**src/rtl/fifo_sync_thr.sv**
```systemverilog
// rtl/fifo_sync_thr.sv - single-clock FIFO with thresholds, sticky errors, flush; FIFO_FWFT_EN selects fall-through reads
module fifo_sync_thr #(
    parameter int DATA_WIDTH = 8,
    parameter int ADDR_WIDTH = 4,
    parameter int AFULL_THR  = 12,
    parameter int AEMPTY_THR = 4
) (
    input  logic                  clk,
    input  logic                  rst,
    input  logic                  push,
    input  logic                  pop,
    input  logic                  flush,
    input  logic                  clr_err,
    input  logic [DATA_WIDTH-1:0] data_in,
    output logic [DATA_WIDTH-1:0] data_out,
    output logic                  empty,
    output logic                  full,
    output logic                  almost_empty,
    output logic                  almost_full,
    output logic [ADDR_WIDTH:0]   fifo_counter,
    output logic                  overflow,
    output logic                  underflow
);

    localparam int DEPTH = 1 << ADDR_WIDTH;
    localparam logic [ADDR_WIDTH:0] DEPTH_C  = (ADDR_WIDTH+1)'(DEPTH);
    localparam logic [ADDR_WIDTH:0] AFULL_C  = (ADDR_WIDTH+1)'(AFULL_THR);
    localparam logic [ADDR_WIDTH:0] AEMPTY_C = (ADDR_WIDTH+1)'(AEMPTY_THR);

    logic [DATA_WIDTH-1:0] mem [DEPTH];
    logic [ADDR_WIDTH-1:0] head;
    logic [ADDR_WIDTH-1:0] tail;
    logic                  do_push;
    logic                  do_pop;
    logic                  ovf_set;
    logic                  udf_set;

    // Flags decode straight from the registered count so they never lag it.
    assign empty        = (fifo_counter == '0);
    assign full         = (fifo_counter == DEPTH_C);
    assign almost_empty = (fifo_counter <= AEMPTY_C);
    assign almost_full  = (fifo_counter >= AFULL_C);

    // A pop on a full FIFO frees the slot the push needs, so both proceed.
    always_comb begin
        do_push = 1'b0;
        do_pop  = 1'b0;
        ovf_set = 1'b0;
        udf_set = 1'b0;
        if (!flush) begin
            do_push = push & (~full | pop);
            do_pop  = pop & ~empty;
            ovf_set = push & full & ~pop;
            udf_set = pop & empty;
        end
    end

    always_ff @(posedge clk or posedge rst) begin
        if (rst) begin
            head         <= '0;
            tail         <= '0;
            fifo_counter <= '0;
        end else if (flush) begin
            head         <= '0;
            tail         <= '0;
            fifo_counter <= '0;
        end else begin
            if (do_push) begin
                tail <= tail + 1'b1;
            end
            if (do_pop) begin
                head <= head + 1'b1;
            end
            case ({do_push, do_pop})
                2'b10:   fifo_counter <= fifo_counter + 1'b1;
                2'b01:   fifo_counter <= fifo_counter - 1'b1;
                default: fifo_counter <= fifo_counter;
            endcase
        end
    end

    always_ff @(posedge clk) begin
        if (do_push) begin
            mem[tail] <= data_in;
        end
    end

    // A new error in the same cycle as clr_err takes precedence over the clear.
    always_ff @(posedge clk or posedge rst) begin
        if (rst) begin
            overflow  <= 1'b0;
            underflow <= 1'b0;
        end else begin
            if (ovf_set) begin
                overflow <= 1'b1;
            end else if (clr_err) begin
                overflow <= 1'b0;
            end
            if (udf_set) begin
                underflow <= 1'b1;
            end else if (clr_err) begin
                underflow <= 1'b0;
            end
        end
    end

`ifdef FIFO_FWFT_EN
    always_comb begin
        data_out = '0;
        if (!empty) begin
            data_out = mem[head];
        end
    end
`else
    // Nonblocking read of mem[head] returns the old word even when a full
    // FIFO overwrites that slot in the same cycle.
    always_ff @(posedge clk or posedge rst) begin
        if (rst) begin
            data_out <= '0;
        end else if (flush) begin
            data_out <= '0;
        end else if (do_pop) begin
            data_out <= mem[head];
        end
    end
`endif

endmodule

```
**config.mk**
```make
export PLATFORM = sky130hd
export DESIGN_NAME = fifo_sync_thr
export DESIGN_NICKNAME = d
export VERILOG_FILES = /design/src/rtl/fifo_sync_thr.sv
export SDC_FILE = /design/constraint.sdc
export NUM_CORES = 1
export LEC_CHECK = 0
export ABC_AREA = 0
export CAP_MARGIN = 20
export CORE_ASPECT_RATIO = 1.4
export CORE_MARGIN = 2
export CORE_UTILIZATION = 63
export CTS_CLUSTER_SIZE = 8
export DETAILED_ROUTE_END_ITERATION = 10
export GPL_TIMING_DRIVEN = 0
export PLACE_DENSITY = 0.83
export SYNTH_ARGS = -nofsm -noshare
export SYNTH_HDL_FRONTEND = slang
export SYNTH_SLANG_ARGS = --single-unit
export TNS_END_PERCENT = 1
```
**constraint.sdc**
```tcl
create_clock -name clk -period 4.2 [get_ports clk]
set_clock_uncertainty 0.1 [all_clocks]
set_input_delay 0.84 -clock clk [delete_from_list [all_inputs] [get_ports clk]]
set_output_delay 0.84 -clock clk [all_outputs]
set_load 0.05 [all_outputs]
```
==> out/results.ini, run 1 <==
[drt]
wl_microns = 12840
final_antenna_net_count = 0
drt-initial-drc-count = 269
vias = 3355
viasPerCell = 6.089
drc_errors = 0
dr.pass1.iters = 4
wl_per_cell_microns = 23.30

[synthesis]
synthMuxAreaShare_pct = 14.81
yosysWarnings = 0
ys_ff_latch = 151
synth_cells = 349
synthSimpleGateAreaFrac_pct = 5.142
synthFlopType = edfxtp_1
synth_compound_area_share_pct = 4.272
synth.yosys.seq_area_share_pct = 69.86
avgSynthCellArea_sq_um = 18.13
synth_xor_area_share_pct = 0.9691
synth-edff-count = 128
ys_async_sr_fraction_pct = 15.23
syn_nets = 370
synth_top_family_by_area = multiplexers
synth_cell_types = 43
synth_area_sq_mm = 0.006326
synthAdderAreaFrac_pct = 1.384

[floorplanning]
start_util_pct = 64.25
ioPinCount = 33
die_h_microns = 122.6
die_x_microns = 88.69
rows = 43
coreArea_sq_mm = 0.009846
dieArea_sq_mm = 0.01087

[timing]
period_share_pct = 82.43
tightest_slew_ns = 0.8797
drv_slew = 0
fmaxAchievable_mhz = 288.9
fin_hold_ws_ns = 0.3892
rsz0062_at_grt = no
fin_tns_setup_ns = 0
min_period_ns = 3.462
max_slew_margin_pct = 41.29
timing.final.ws_setup_ns = 0.7380
finalSetupViolCount = 0
hold_viol_final = 0

[cells_and_area]
layout_common_cells = edfxtp_1, mux4_2, clkdlybuf4s50_1
n_antenna_cell = 0
syn_to_final_growth_pct = 17.60
final_nets = 424
drive_gt1_share_pct = 22.84
final_common_cell = edfxtp_1
n_fill_cell = 566
fin_cells = 551
fin_util_pct = 75.56

[setup_path]
critPathRequiredTime_ns = 3.26
critPathCaptureType = output port
critPathLaunchType = flip-flop
worst-path-max-fanout = 7
reg2reg_slack_ns = 1.32
cp_data_arrival_time_ns = 2.52
critical_path_class = flip-flop to output port

[placement]
portBuffers = 31
place_congestion = 0.8946
pre_cts_ws_ns = 0.7528
dp.cells = 519
hpwlAfterDp_microns = 8515

[outcome]
status = finished, final reports clean

[clock_tree]
cts_root_buffer = clkbuf_16
cts_buffer_depth = 2
htree_levels = 4
clk_pin_slew_ns = 0.07
clock_latency_ns = 0.43
cts_hold_buffers = 0
tritoncts = yes
clock-sinks = 151
post_cts_buffers = 0
numCtsBuffers = 17
post_cts_resized = 0

[global_routing]
grt_pass1_wl_microns = 19420
track_usage_pct = 26.02
grt_max_degree = 24
overflow = 0
antenna_found_initial = 0
grt_pass1_vias = 3409

[power]
leakage_uw = 0.002533
p_per_area_mw_per_mm2 = 532.1
irDropWorstVdd_uv = 409.0

[job]
drv_cap = 0

[min_path]
hold_class = flip-flop to flip-flop

## flip-flops by register name (all words and copies together), names as in the netlist
signal,count
mem,128
data_out,8
fifo_counter,5
head,4
tail,4
overflow,1
underflow,1
## synthesized netlist by cell type (all sizes together) (3+ instances only)
master    n  area (sq um)
edfxtp  128          3844
o32ai     4         35.03
nor2     24         97.59
buf      18         142.6
dfrtp    23         575.6
a21oi     3         15.01
nand2    23         86.33
inv      12         45.04
nor3      7         40.04
nand2b    3         18.77
o21ai    15         82.58
mux4     40         927.1
ha        7         87.58
clkinv    8         30.03
xor2      5         43.79
## logic make-up (layout without fill, tap and decap cells)
logic type	after synthesis	in the layout
adder cells (fa/ha/maj)	7	7
multiplexers	41	41
AO/OA/AOI/OAI	35	35
AND/OR/NAND/NOR	68	68
buffers and inverters	40	107
flip-flops	151	151
XOR/XNOR	7	7
## routing by layer
metal	GRT usage, %	share of wire, %
met3	7.061	5.7
met1	32.04	37
met5	0	0
met2	44.22	55
met4	9.186	2.4
## critical path: stages, from the launching register on
cell and delay, ns:
dfrtp_1 0.46, or4_1 0.53, buf_2 0.20, nor2_1 0.11, clkdlybuf4s50_1 0.80
## through the flow
step | total power (uW) | cell area [sq um]
floorplan | 2244 | 6326
global placement | 2441 | 6805
detailed placement | 2467 | 6830
CTS | 3981 | 7440
global route | 4084 | 7440
finish | 3958 | 7440
## report_power, final
part | internal (uW) | switching, uW
combinational | 303 | 430
sequential | 1670 | 29.9
clock | 856 | 668
## layout make-up
cell class | count | area, sq um | share of cell area [%]
buffer | 20 | 150.1 | 2.018
clock buffer | 17 | 425.4 | 5.718
clock inverter | 15 | 183.9 | 2.472
inverter | 20 | 75.07 | 1.009
multi-input combinational | 158 | 1682 | 22.60
sequential | 151 | 4419 | 59.40
tap | 135 | 168.9 | 2.270
timing repair buffer | 35 | 335.3 | 4.507
## worst paths after layout
kind                                    to             from  depth (start not counted)
setup / recovery                     empty  fifo_counter[3]                          4
hold / removal                 data_out[2]      data_out[2]                          2
setup reg to reg           fifo_counter[4]  fifo_counter[3]                          9
hold reg to reg                data_out[2]      data_out[2]                          2
max in group asynchronous          tail[1]              rst                          2
min in group asynchronous          head[0]              rst                          2
No activity file was read; power rests on OpenSTA's default activity.
==> run 2, diff against run 1 <==
- CORE_UTILIZATION: 63 -> 54
- PLACE_DENSITY: 0.83 -> 0.76
- clock period: 4.2 -> 3.15 ns (I/O delays scaled with it)
==> run 2 against run 1 <==
  * Design area is 0.13% lower
  * Hold slack worse by 0.0045 ns
  * First-iteration DRC count is 20% higher
  * Combinational power is 31% higher
  * Register-to-register slack worse by 0.97 ns
  * Critical endpoint is now full
==> out/results.ini, run 2 (same netlist as run 1, synthesis figures left out) <==
[floorplanning]
dieArea_sq_mm = 0.01261
coreArea_sq_mm = 0.01140
ioPinCount = 33
die_x_microns = 95.48
die_h_microns = 132.1
rows = 46
start_util_pct = 55.51

[global_routing]
grt_pass1_vias = 3365
track_usage_pct = 21.97
grt_max_degree = 24
grt_pass1_wl_microns = 19600
antenna_found_initial = 0
overflow = 0

[timing]
tightest_slew_ns = 0.8619
max_slew_margin_pct = 42.48
finalSetupViolCount = 0
hold_viol_final = 0
fmaxAchievable_mhz = 333.1
rsz0062_at_grt = no
period_share_pct = 95.30
min_period_ns = 3.002
drv_slew = 0

[cells_and_area]
top_register = mem
reg.largest.list = mem: 128 flops, data_out: 8 flops, fifo_counter: 5 flops
n_fill_cell = 763
final_common_cell = edfxtp_1
syn_to_final_growth_pct = 17.44
fin_cells = 560
n_antenna_cell = 0
final_nets = 424
drive_gt1_share_pct = 22.36
largest_reg_flops = 128
layout_common_cells = edfxtp_1, mux4_2, clkdlybuf4s50_1

[clock_tree]
numCtsBuffers = 17
cts_buffer_depth = 2
htree_levels = 4
clock-sinks = 151
cts_root_buffer = clkbuf_16
clock_latency_ns = 0.42
post_cts_buffers = 0
tritoncts = yes
clk_pin_slew_ns = 0.06

[drt]
wl_microns = 12630
viasPerCell = 5.884
drc_errors = 0
drt-initial-drc-count = 322
wl_per_cell_microns = 22.55
dr.pass1.iters = 5
final_antenna_net_count = 0
vias = 3295

[setup_path]
critPathRequiredTime_ns = 2.42
cp_data_arrival_time_ns = 2.27
critPathCapture = full
rr_startpoint = fifo_counter[3]
rr_endpoint = fifo_counter[4]
crit_start = fifo_counter[3]
reg2reg_depth = 9
critPathCaptureType = output port
worst-path-max-fanout = 7
reg2reg_slack_ns = 0.35
critical_path_class = flip-flop to output port
critPathLaunchType = flip-flop

[power]
pwr-share-comb_pct = 18.3
clkPwrFrac_pct = 38.3
p_per_area_mw_per_mm2 = 704.5
swShare_pct = 27.20
total_power_uw = 5234
power_frac_seq_pct = 43.3
leakage_uw = 0.002527
p_int_uw = 3811
irDropWorstVdd_uv = 511.4
p_switching_uw = 1423

[placement]
portBuffers = 31
dp.cells = 528
hpwlAfterDp_microns = 8645
place_congestion = 0.8038

[outcome]
status = finished, final reports clean

[min_path]
hold_class = flip-flop to flip-flop

[job]
drv_cap = 0

run 2: changes by cell type in the layout (fill, tap and decap cells not counted), sizes merged:
| cell | before | now |
|---|---|---|
| clkdlybuf4s50 | 31 | 30 |
| dlygate4sd2 | 0 | 1 |
| bufinv | 1 | 2 |
| clkinv | 11 | 14 |
| inv | 22 | 18 |
run 2: layer usage:
metal	global-route usage (%)	share of wire (%)
met3	4.917	5.5
met1	27.80	38
met5	0	0
met2	36.15	53
met4	9.921	3.3
run 2: worst min path at each step:
| stage | startpoint | endpoint | cells past startpoint |
|---|---|---|---|
| 2_1_floorplan | tail[0] | tail[0] | 2 |
| 3_3_place_gp | data_out[7] | data_out[7] | 2 |
| 3_5_place_dp | data_out[3] | data_out[3] | 2 |
| 4_1_cts | data_out[3] | data_out[3] | 2 |
| 5_1_grt | data_out[5] | data_out[5] | 2 |
| 6_report | data_out[3] | data_out[3] | 2 |
run 2: metrics by stage:
step           hold slack (ns)  worst slack (ns)  cell area, sq um  util (%)  setup TNS (ns)
4_1_cts                 0.3941            0.1381              7430     65.20               0
3_3_place_gp            0.3743           -0.3491              6817     59.82          -10.84
5_1_grt                 0.4035           0.09535              7430     65.20               0
6_report                0.3847            0.1480              7430     65.20               0
3_5_place_dp            0.3794          -0.06576              6839     60.01         -0.7210
2_1_floorplan           0.4781            0.2921              6326         -               0
run 2: worst max-delay path, stage by stage, from the launching register on:
cell	delay, ns
dfrtp_1	0.46
or3b_4	0.44
nor3_1	0.14
clkdlybuf4s50_1	0.82
run 2: power groups by stage:
stage	Combinational, uW	Clock (uW)	Sequential [uW]
final	960	2010	2270
after global routing	1030	2110	2270
after global placement	956	0	2310
after CTS	973	2030	2270
after floorplan	559	0	2430
after detailed placement	976	0	2310
run 2: timing repair:
item                                    CTS  global route
endpoints found under the setup margin    1             0
resized for setup                         1             0
hold buffers                              0             0
run 2: cell type report:
| type | count | area [sq um] | share of cell area, % |
|---|---|---|---|
| sequential | 151 | 4419 | 59.48 |
| inverter | 20 | 75.07 | 1.010 |
| multi-input combinational | 158 | 1682 | 22.63 |
| tap | 144 | 180.2 | 2.425 |
| timing repair buffer | 35 | 331.6 | 4.463 |
| clock buffer | 17 | 425.4 | 5.726 |
| clock inverter | 15 | 166.4 | 2.240 |
| buffer | 20 | 150.1 | 2.021 |
==> run 3, diff against run 2 <==
- CTS_CLUSTER_DIAMETER: unset -> 100
==> results of run 3 <==
Same layout as run 2: the final DEF is identical, and so are final timing and power.
